===== src/rtl/quad_encoder_emulator.sv =====
// Quadrature A/B generator: CW/CCW step requests accumulate in a signed counter
// and are played out as single, rate-limited A/B edges.
module quad_encoder_emulator #(
    parameter int CNT_W = 16,
    parameter int DIV_W = 16
) (
    input  logic             clk,
    input  logic             rst,
    input  logic             cw_req,
    input  logic             ccw_req,
    input  logic             en,
    input  logic             clear,
    input  logic [DIV_W-1:0] period,
    output logic             a,
    output logic             b,
    output logic             step_cw,
    output logic             step_ccw,
    output logic [CNT_W-1:0] pending,
    output logic             busy,
    output logic             sat_err
);

    // Limits and unit steps at CNT_W+1 bits so the sum cannot wrap before the check
    localparam logic signed [CNT_W:0] MaxVal   = {2'b00, {(CNT_W-1){1'b1}}};
    localparam logic signed [CNT_W:0] MinVal   = {2'b11, {(CNT_W-1){1'b0}}};
    localparam logic signed [CNT_W:0] One      = {{CNT_W{1'b0}}, 1'b1};
    localparam logic signed [CNT_W:0] MinusOne = {(CNT_W+1){1'b1}};

    logic signed [CNT_W-1:0] pend_q, pend_d;
    logic [DIV_W-1:0]        timer_q, timer_d;
    logic                    a_q, a_d, b_q, b_d;
    logic                    scw_q, scw_d, sccw_q, sccw_d;
    logic                    sat_q, sat_d, busy_q, busy_d;
    logic                    emit, dir_cw;
    logic signed [CNT_W:0]   delta, sum;

    always_comb begin
        emit   = en && (pend_q != '0) && (timer_q == '0) && !clear;
        dir_cw = !pend_q[CNT_W-1];

        delta = '0;
        if (cw_req && !ccw_req) begin
            delta = One;
        end else if (ccw_req && !cw_req) begin
            delta = MinusOne;
        end

        sum = {pend_q[CNT_W-1], pend_q} + delta;
        if (emit) begin
            sum = dir_cw ? sum - One : sum + One;
        end

        sat_d  = 1'b0;
        pend_d = sum[CNT_W-1:0];
        if (clear) begin
            pend_d = '0;
        end else if (sum > MaxVal) begin
            pend_d = MaxVal[CNT_W-1:0];
            sat_d  = 1'b1;
        end else if (sum < MinVal) begin
            pend_d = MinVal[CNT_W-1:0];
            sat_d  = 1'b1;
        end
        busy_d = (pend_d != '0);

        timer_d = timer_q;
        if (emit) begin
            timer_d = (period == '0) ? '0 : period - 1'b1;
        end else if (timer_q != '0) begin
            timer_d = timer_q - 1'b1;
        end

        // Gray step: CW walks 00->10->11->01, CCW walks the reverse
        a_d    = a_q;
        b_d    = b_q;
        scw_d  = 1'b0;
        sccw_d = 1'b0;
        if (emit) begin
            if (dir_cw) begin
                a_d   = ~b_q;
                b_d   = a_q;
                scw_d = 1'b1;
            end else begin
                a_d    = b_q;
                b_d    = ~a_q;
                sccw_d = 1'b1;
            end
        end
    end

    always_ff @(posedge clk or posedge rst) begin
        if (rst) begin
            pend_q  <= '0;
            timer_q <= '0;
            a_q     <= 1'b0;
            b_q     <= 1'b0;
            scw_q   <= 1'b0;
            sccw_q  <= 1'b0;
            sat_q   <= 1'b0;
            busy_q  <= 1'b0;
        end else begin
            pend_q  <= pend_d;
            timer_q <= timer_d;
            a_q     <= a_d;
            b_q     <= b_d;
            scw_q   <= scw_d;
            sccw_q  <= sccw_d;
            sat_q   <= sat_d;
            busy_q  <= busy_d;
        end
    end

    assign a        = a_q;
    assign b        = b_q;
    assign step_cw  = scw_q;
    assign step_ccw = sccw_q;
    assign pending  = pend_q;
    assign busy     = busy_q;
    assign sat_err  = sat_q;

endmodule


===== config.mk =====
export PLATFORM = sky130hd
export DESIGN_NAME = quad_encoder_emulator
export DESIGN_NICKNAME = d
export VERILOG_FILES = /design/src/rtl/quad_encoder_emulator.sv
export SDC_FILE = /design/constraint.sdc
export NUM_CORES = 1
export LEC_CHECK = 0
export BUFFER_PORTS_ARGS = -buffer_cell sky130_fd_sc_hd__clkbuf_2
export CORE_UTILIZATION = 32
export DETAILED_ROUTE_END_ITERATION = 8
export PLACE_DENSITY = 0.48
export SYNTH_ARGS = -nofsm -noshare
export SYNTH_HDL_FRONTEND = slang
export SYNTH_SLANG_ARGS = --single-unit

===== constraint.sdc =====
create_clock -name clk -period 5.3 [get_ports clk]
set_input_delay 1.06 -clock clk [delete_from_list [all_inputs] [get_ports clk]]
set_output_delay 1.06 -clock clk [all_outputs]
set_load 0.005 [all_outputs]

Word-level counts from Yosys, hierarchy flattened
Cells that the tools add are included.
{ "totals": {"register_bits": 38, "latch_bits": 0, "mem_bits_rw": 0, "mem_bits_ro": 0, "inputBits": 22, "out_inout_bits": 22, "word_cells": 50, "n_memories": 0} }
{ "classes": {"add_sub_neg": 5, "n_mul": 0, "n_div": 0, "magnitude_cmp": 2, "eq_ne": 0, "n_shift": 0, "mux": 19, "bitwise": 2, "reduce_logical": 14} }
{ "op_table": {"columns": ["operator", "count"], "rows": [
  ["$mux 16", 6],
  ["$mux 17", 4],
  ["$reduce_bool 16->1", 3],
  ["$logic_not 16->1", 2],
  ["$sub 16x1->16 const B", 2],
  ["$add 17x17->17", 1],
  ["$add 17x2->17 const B", 1],
  ["$gt 17x16->1 const B", 1],
  ["$lt 17x16->1 const B", 1],
  ["$sub 17x2->17 const B", 1],
  ["$mux 1", 9],
  ["$logic_and 1x1->1", 5],
  ["$logic_not 1->1", 3],
  ["$not 1->1", 2],
  ["$reduce_bool 2->1", 1]
]} }

Depth between registers and ports, before layout
{ "logic_depth": {"depth_word": 13, "mapped_depth": 24, "depth_no_buf": 20} }

Least setup slack after synthesis
Ideal clock, no wire load.
{ "synth_timing": {"path_kind": "input-to-reg", "start": "in cw_req", "end": "reg pend_q[3], in the netlist pending[3]", "setup_time_ns": 0.142, "arrival_ns": 5.324, "required_time_ns": 5.158, "path_slack_ns": -0.166, "path_stages": 23, "path_buffers": 4, "path_cell_list": "inv_1 -> ha_1 -> buf_2 -> buf_2 -> buf_2 -> xor2_1 -> ha_1 -> a32o_1 -> o21ai_1 -> a311o_1 -> nand2_1 -> xnor2_1 -> inv_1 -> ha_1 -> and3_1 -> a21oi_1 -> a21oi_1 -> or4_1 -> a32o_1 -> or3_4 -> nand2b_2 -> buf_6 -> a31oi_1"} }
{ "synth_between": {"elab_chain_cells": 12, "elab_cells_between_ends": 15, "cone_classes": "add/sub: 3; order compare: 2; mux: 7; reduce/logical: 3"} }
{ "synth_rtl": {"columns": ["item", "line", "text"], "rows": [
  ["start, declared", "9", "input logic cw_req,"],
  ["$logic_not 1->1", "44", "end else if (ccw_req && !cw_req) begin"],
  ["$logic_and 1x1->1", "44", null],
  ["$mux 17", "44", null],
  ["$mux 17 (*)", "42", "if (cw_req && !ccw_req) begin"],
  ["$add 17x17->17 (*)", "48", "sum = {pend_q[CNT_W-1], pend_q} + delta;"],
  ["$sub 17x2->17 or $add 17x2->17 (tied branches)", "50", "sum = dir_cw ? sum - One : sum + One;"],
  ["$mux 17", "50", null],
  ["$mux 17 (*)", "49", "if (emit) begin"],
  ["$lt 17x16->1", "60", "end else if (sum < MinVal) begin"],
  ["$mux 16", "60", null],
  ["$mux 16 (*)", "57", "end else if (sum > MaxVal) begin"],
  ["$mux 16 (*)", "55", "if (clear) begin"],
  ["named net pend_d[3]", "29", "logic signed [CNT_W-1:0] pend_q, pend_d;"],
  ["end signal, assigned", "102", "pend_q <= pend_d;"],
  ["end, declared", "29", null]
]} }
Mark *: on every way through the listed nets, which the timed path passes. The rest lies on a longest branch.
A chain may end at the register's enable or synchronous reset.

Worst setup path after layout
{ "layout_timing": {"start": "in cw_req", "end": "reg pend_q[5], in the netlist pending[5]"} }
Same word-level chain as after synthesis.

==> results.txt <==
----------------------------------------------------
[Status]
  Run status ... finished clean

[Worst setup path]
  Stages on worst setup path ... 23
  Ordered list of cells on the worst path ... clkbuf_2 -> inv_1 -> ha_1 -> inv_1 -> ha_4 -> nand2_1 -> o221ai_2 -> nand3_1 -> a31oi_1 -> a2bb2o_1 -> xnor2_1 -> buf_4 -> ha_1 -> a21o_1 -> a21o_1 -> a21oi_2 -> a21oi_1 -> or4_1 -> a32o_2 -> or3_4 -> buf_4 -> nand2_1 -> o21ai_0
  Crit-path leading delay family ... compound AO/OA/AOI/OAI gates
  Number of buffer and inverter instances along the worst setup path ... 5
  Worst setup path class ... input port to flip-flop
  Reg2reg setup slack ... 790 ps
  Max incr delay on CP ... 470 ps
  Cell with the biggest individual delay on the critical path ... sky130_fd_sc_hd__or4_1
  Reg2Reg Depth ... 18
  Type of element launching the critical path ... input port
  CP max FO ... 4
  Category of the worst setup path capture point ... flip-flop
  Crit path required time ... 5450 ps
  Data arrival time of the worst path ... 5230 ps

[STA]
  Max frequency ... 197 MHz
  Minimum clock period after layout ... 5080 ps
  Worst-case headroom to the max-slew limit ... 49.9%
  Final Max Tran Viols ... 0
  Final hold violations ... 0
  Post-layout worst setup margin ... 220 ps
  Worst-case hold slack ... 528 ps
  Fin crit share ... 95.8%
  Final count of negative-setup-slack endpoints ... 0
  Actual transition at the worst max-transition pin ... 750 ps
  Layout Skew ... 9.07 ps
  Setup TNS after final layout ... 0 ps

[Pwr]
  Maximum resistive drop on vdd ... 0.177 mV
  Clock share of power ... 14.4%
  Register share of total power ... 18.6%
  Power density over the cells ... 456 mW/mm2
  Share of total power in combinational logic ... 67.0%
  Switching Fraction ... 44.0%
  Design internal power ... 0.00135 W
  Switching power ... 0.00106 W
  Leakage power figure ... 2.31 nW

[CTS]
  Clk root buf ... sky130_fd_sc_hd__clkbuf_16
  Clock sink total ... 38
  TritonCTS buffer count ... 5
  Maximum number of buffers from clock root to sink ... 2
  Cells resized by post-CTS repair ... 0
  Post-CTS Setup Repair Bufs ... 0
  CTS tree ... done
  Insertion delay of the later-clocked pin in the worst-skew pair ... 280 ps
  Hold bufs inserted after CTS ... 0
  Clock edge transition at the registers on the reported setup and hold paths ... 60 ps
  H-tree levels ... 2

[Routing]
  DRT iter0 DRCs ... 259
  Count of nets left with antenna violations after detail routing ... 0
  Detailed Route WL ... 12.4 mm
  Drt first pass iters ... 5
  Residual DRC ... 0
  Via count ... 4247
  Wire per inst ... 15.4 um
  Detailed-route vias per instance ... 5.28

[Floorplanning]
  Placement Rows ... 41
  Die Wd ... 117 um
  Initial Util ... 33.1%
  Area of the core region ... 0.0127 mm2
  Vert. Die Dim ... 117 um
  Num ports ... 44
  Area enclosed by the die boundary ... 0.0136 mm2

[Cells and area]
  Leading cell types in the layout, fill and taps excluded ... 74 x sky130_fd_sc_hd__buf_4, 50 x sky130_fd_sc_hd__nor2_1, 48 x sky130_fd_sc_hd__nand2_1, 43 x sky130_fd_sc_hd__clkbuf_2, 40 x sky130_fd_sc_hd__a21oi_1
  P&R area growth vs syn ... 25.9%
  Net count, final ... 680
  Number of standard cells in the layout, taps in and fillers out ... 805
  Antenna cell count ... 0
  Most common library cell in the layout ignoring fill and taps ... sky130_fd_sc_hd__buf_4
  Share of post-route cells with drive strength above 1 ... 24.6%

[Yosys]
  Synth Instances ... 537
  Seq/Total Area, Yosys ... 22.6%
  FFs w/ async S/R, synth ... 100%
  Top FF cell, synth ... sky130_fd_sc_hd__dfrtp_1
  Mean post-synth cell area ... 7.83 um2
  Synth Warn # ... 0
  Post-Synthesis Net Count ... 584
  Netlist area before placement ... 0.00421 mm2
  Flip-flop and latch count after synthesis ... 38
  Yosys cell types ... 76
  Number of enable flip-flop cells after synthesis ... 0

[Placed design]
  Worst slack at placement ... -124 ps
  # port buffers ... 43
  DP HPWL ... 10.0 mm
  Total placed cells including tap cells ... 798
  Placer Congestion ... 0.817

[GRT]
  Total overflow reported by the global router ... 0
  First-pass GRT wire length ... 20.3 mm
  GR Util All Layers ... 19.2%
  Vias in the first global route ... 4036
  Pin count of the biggest net entering global routing ... 39
  Initial antenna violation count ... 0

[Worst hold path]
  Classification of the worst-slack hold path ... flip-flop to flip-flop
  Count of cells along the worst hold path ... 2

[Job]
  Max Cap Violations ... 0

----------------------------------------------------
Yosys cell counts (all sizes together), types with 3 or more instances:
cell	number	area (um2)
or4b	3	30.0
a21o	8	60.1
a32oi	4	35.0
mux2i	13	130
or4	5	45.0
o21ai	36	180
and2	3	18.8
or3	6	42.5
o21a	6	45.0
nand2	48	180
ha	24	300
nor3	16	80.1
nand3	12	60.1
buf	10	57.6
o211ai	3	22.5
dfrtp	38	951
nand2b	9	58.8
nand4b	3	26.3
a211oi	4	30.0
nor3b	4	30.0
clkbuf	18	67.6
nor2	51	194
a32o	4	40.0
xor2	19	166
and3	3	18.8
xnor2	36	315
nor2b	10	62.6
or2	5	31.3
inv	24	90.1
nor4	7	58.8
o31ai	5	42.5
o2111ai	4	52.6
a31oi	9	56.3
a21oi	43	215
power by group through the flow:
stage / Sequential, W / Clock [W] / Combinational [W]
after detailed placement: 0.000452 / 0 / 0.00158
after CTS: 0.000447 / 0.000353 / 0.00159
after global placement: 0.000451 / 0 / 0.00157
after global routing: 0.000459 / 0.000364 / 0.00180
final: 0.000448 / 0.000348 / 0.00162
after floorplan: 0.000368 / 0 / 0.00107
through the flow:
stage | util [%] | power (W) | cell area, um2
global route | 41.6 | 0.00262 | 5300
floorplan | - | 0.00144 | 4230
CTS | 41.3 | 0.00240 | 5260
detailed placement | 40.0 | 0.00204 | 5090
finish | 41.6 | 0.00241 | 5300
global placement | 40.0 | 0.00203 | 5090
final cells by class:
cell class	instances	area, um2
clock inverter	1	30.0
inverter	24	90.1
tap	172	215
fill	1358	7430
timing repair buffer	117	771
sequential	38	951
multi-input combinational	447	3100
clock buffer	6	139
registers in the layout (all words and copies together), names as in the netlist:
signal and flops:
timer_q 16, step_cw 1, busy 1, a 1, b 1, pending 16, step_ccw 1, sat_err 1
cells by family after synthesis:
group                      Yosys count  synth area share (%)
xor gates and xnor gates            55                  11.5
buffers and inverters               52                  5.12
muxes                               14                  3.36
and+or+nand+nor                    196                  24.5
AOI/OAI and AO/OA                  156                  25.2
adders and majority gates           26                  7.85
DFF                                 38                  22.6
layer usage:
| layer | global-route usage, % | vias up | share of wire (%) |
|---|---|---|---|
| met4 | 4.98 | 0 | 1.6 |
| met1 | 28.4 | 2008 | 50 |
| met3 | 1.56 | 14 | 2.9 |
| li1 | - | 2151 | - |
| met2 | 29.7 | 74 | 45 |
| met5 | 0 | - | 0 |
final timing paths:
kind	startpoint	to
worst max register to register	pending[5]	pending[5]
worst min-delay path	a	a
max in group asynchronous	rst	pending[2]
min in group asynchronous	rst	timer_q[0]
worst min register to register	a	a
worst max-delay path	cw_req	pending[5]
worst register-to-register path, cell delays in order (launching register included):
cell                       delay (ps)
sky130_fd_sc_hd__dfrtp_1          520
sky130_fd_sc_hd__nor3_1           420
sky130_fd_sc_hd__a22o_1           260
sky130_fd_sc_hd__nand3_1           90
sky130_fd_sc_hd__a31oi_1          170
sky130_fd_sc_hd__a2bb2o_1         310
sky130_fd_sc_hd__xnor2_1          130
sky130_fd_sc_hd__buf_4            170
sky130_fd_sc_hd__ha_1             280
sky130_fd_sc_hd__a21o_1           180
sky130_fd_sc_hd__a21o_1           200
sky130_fd_sc_hd__a21oi_2          120
sky130_fd_sc_hd__a21oi_1          100
sky130_fd_sc_hd__or4_1            470
sky130_fd_sc_hd__a32o_2           290
sky130_fd_sc_hd__or3_4            390
sky130_fd_sc_hd__buf_4            150
sky130_fd_sc_hd__nand2_1           40
sky130_fd_sc_hd__o21ai_0           90
Note: power is estimated with default switching activity, not from simulation.
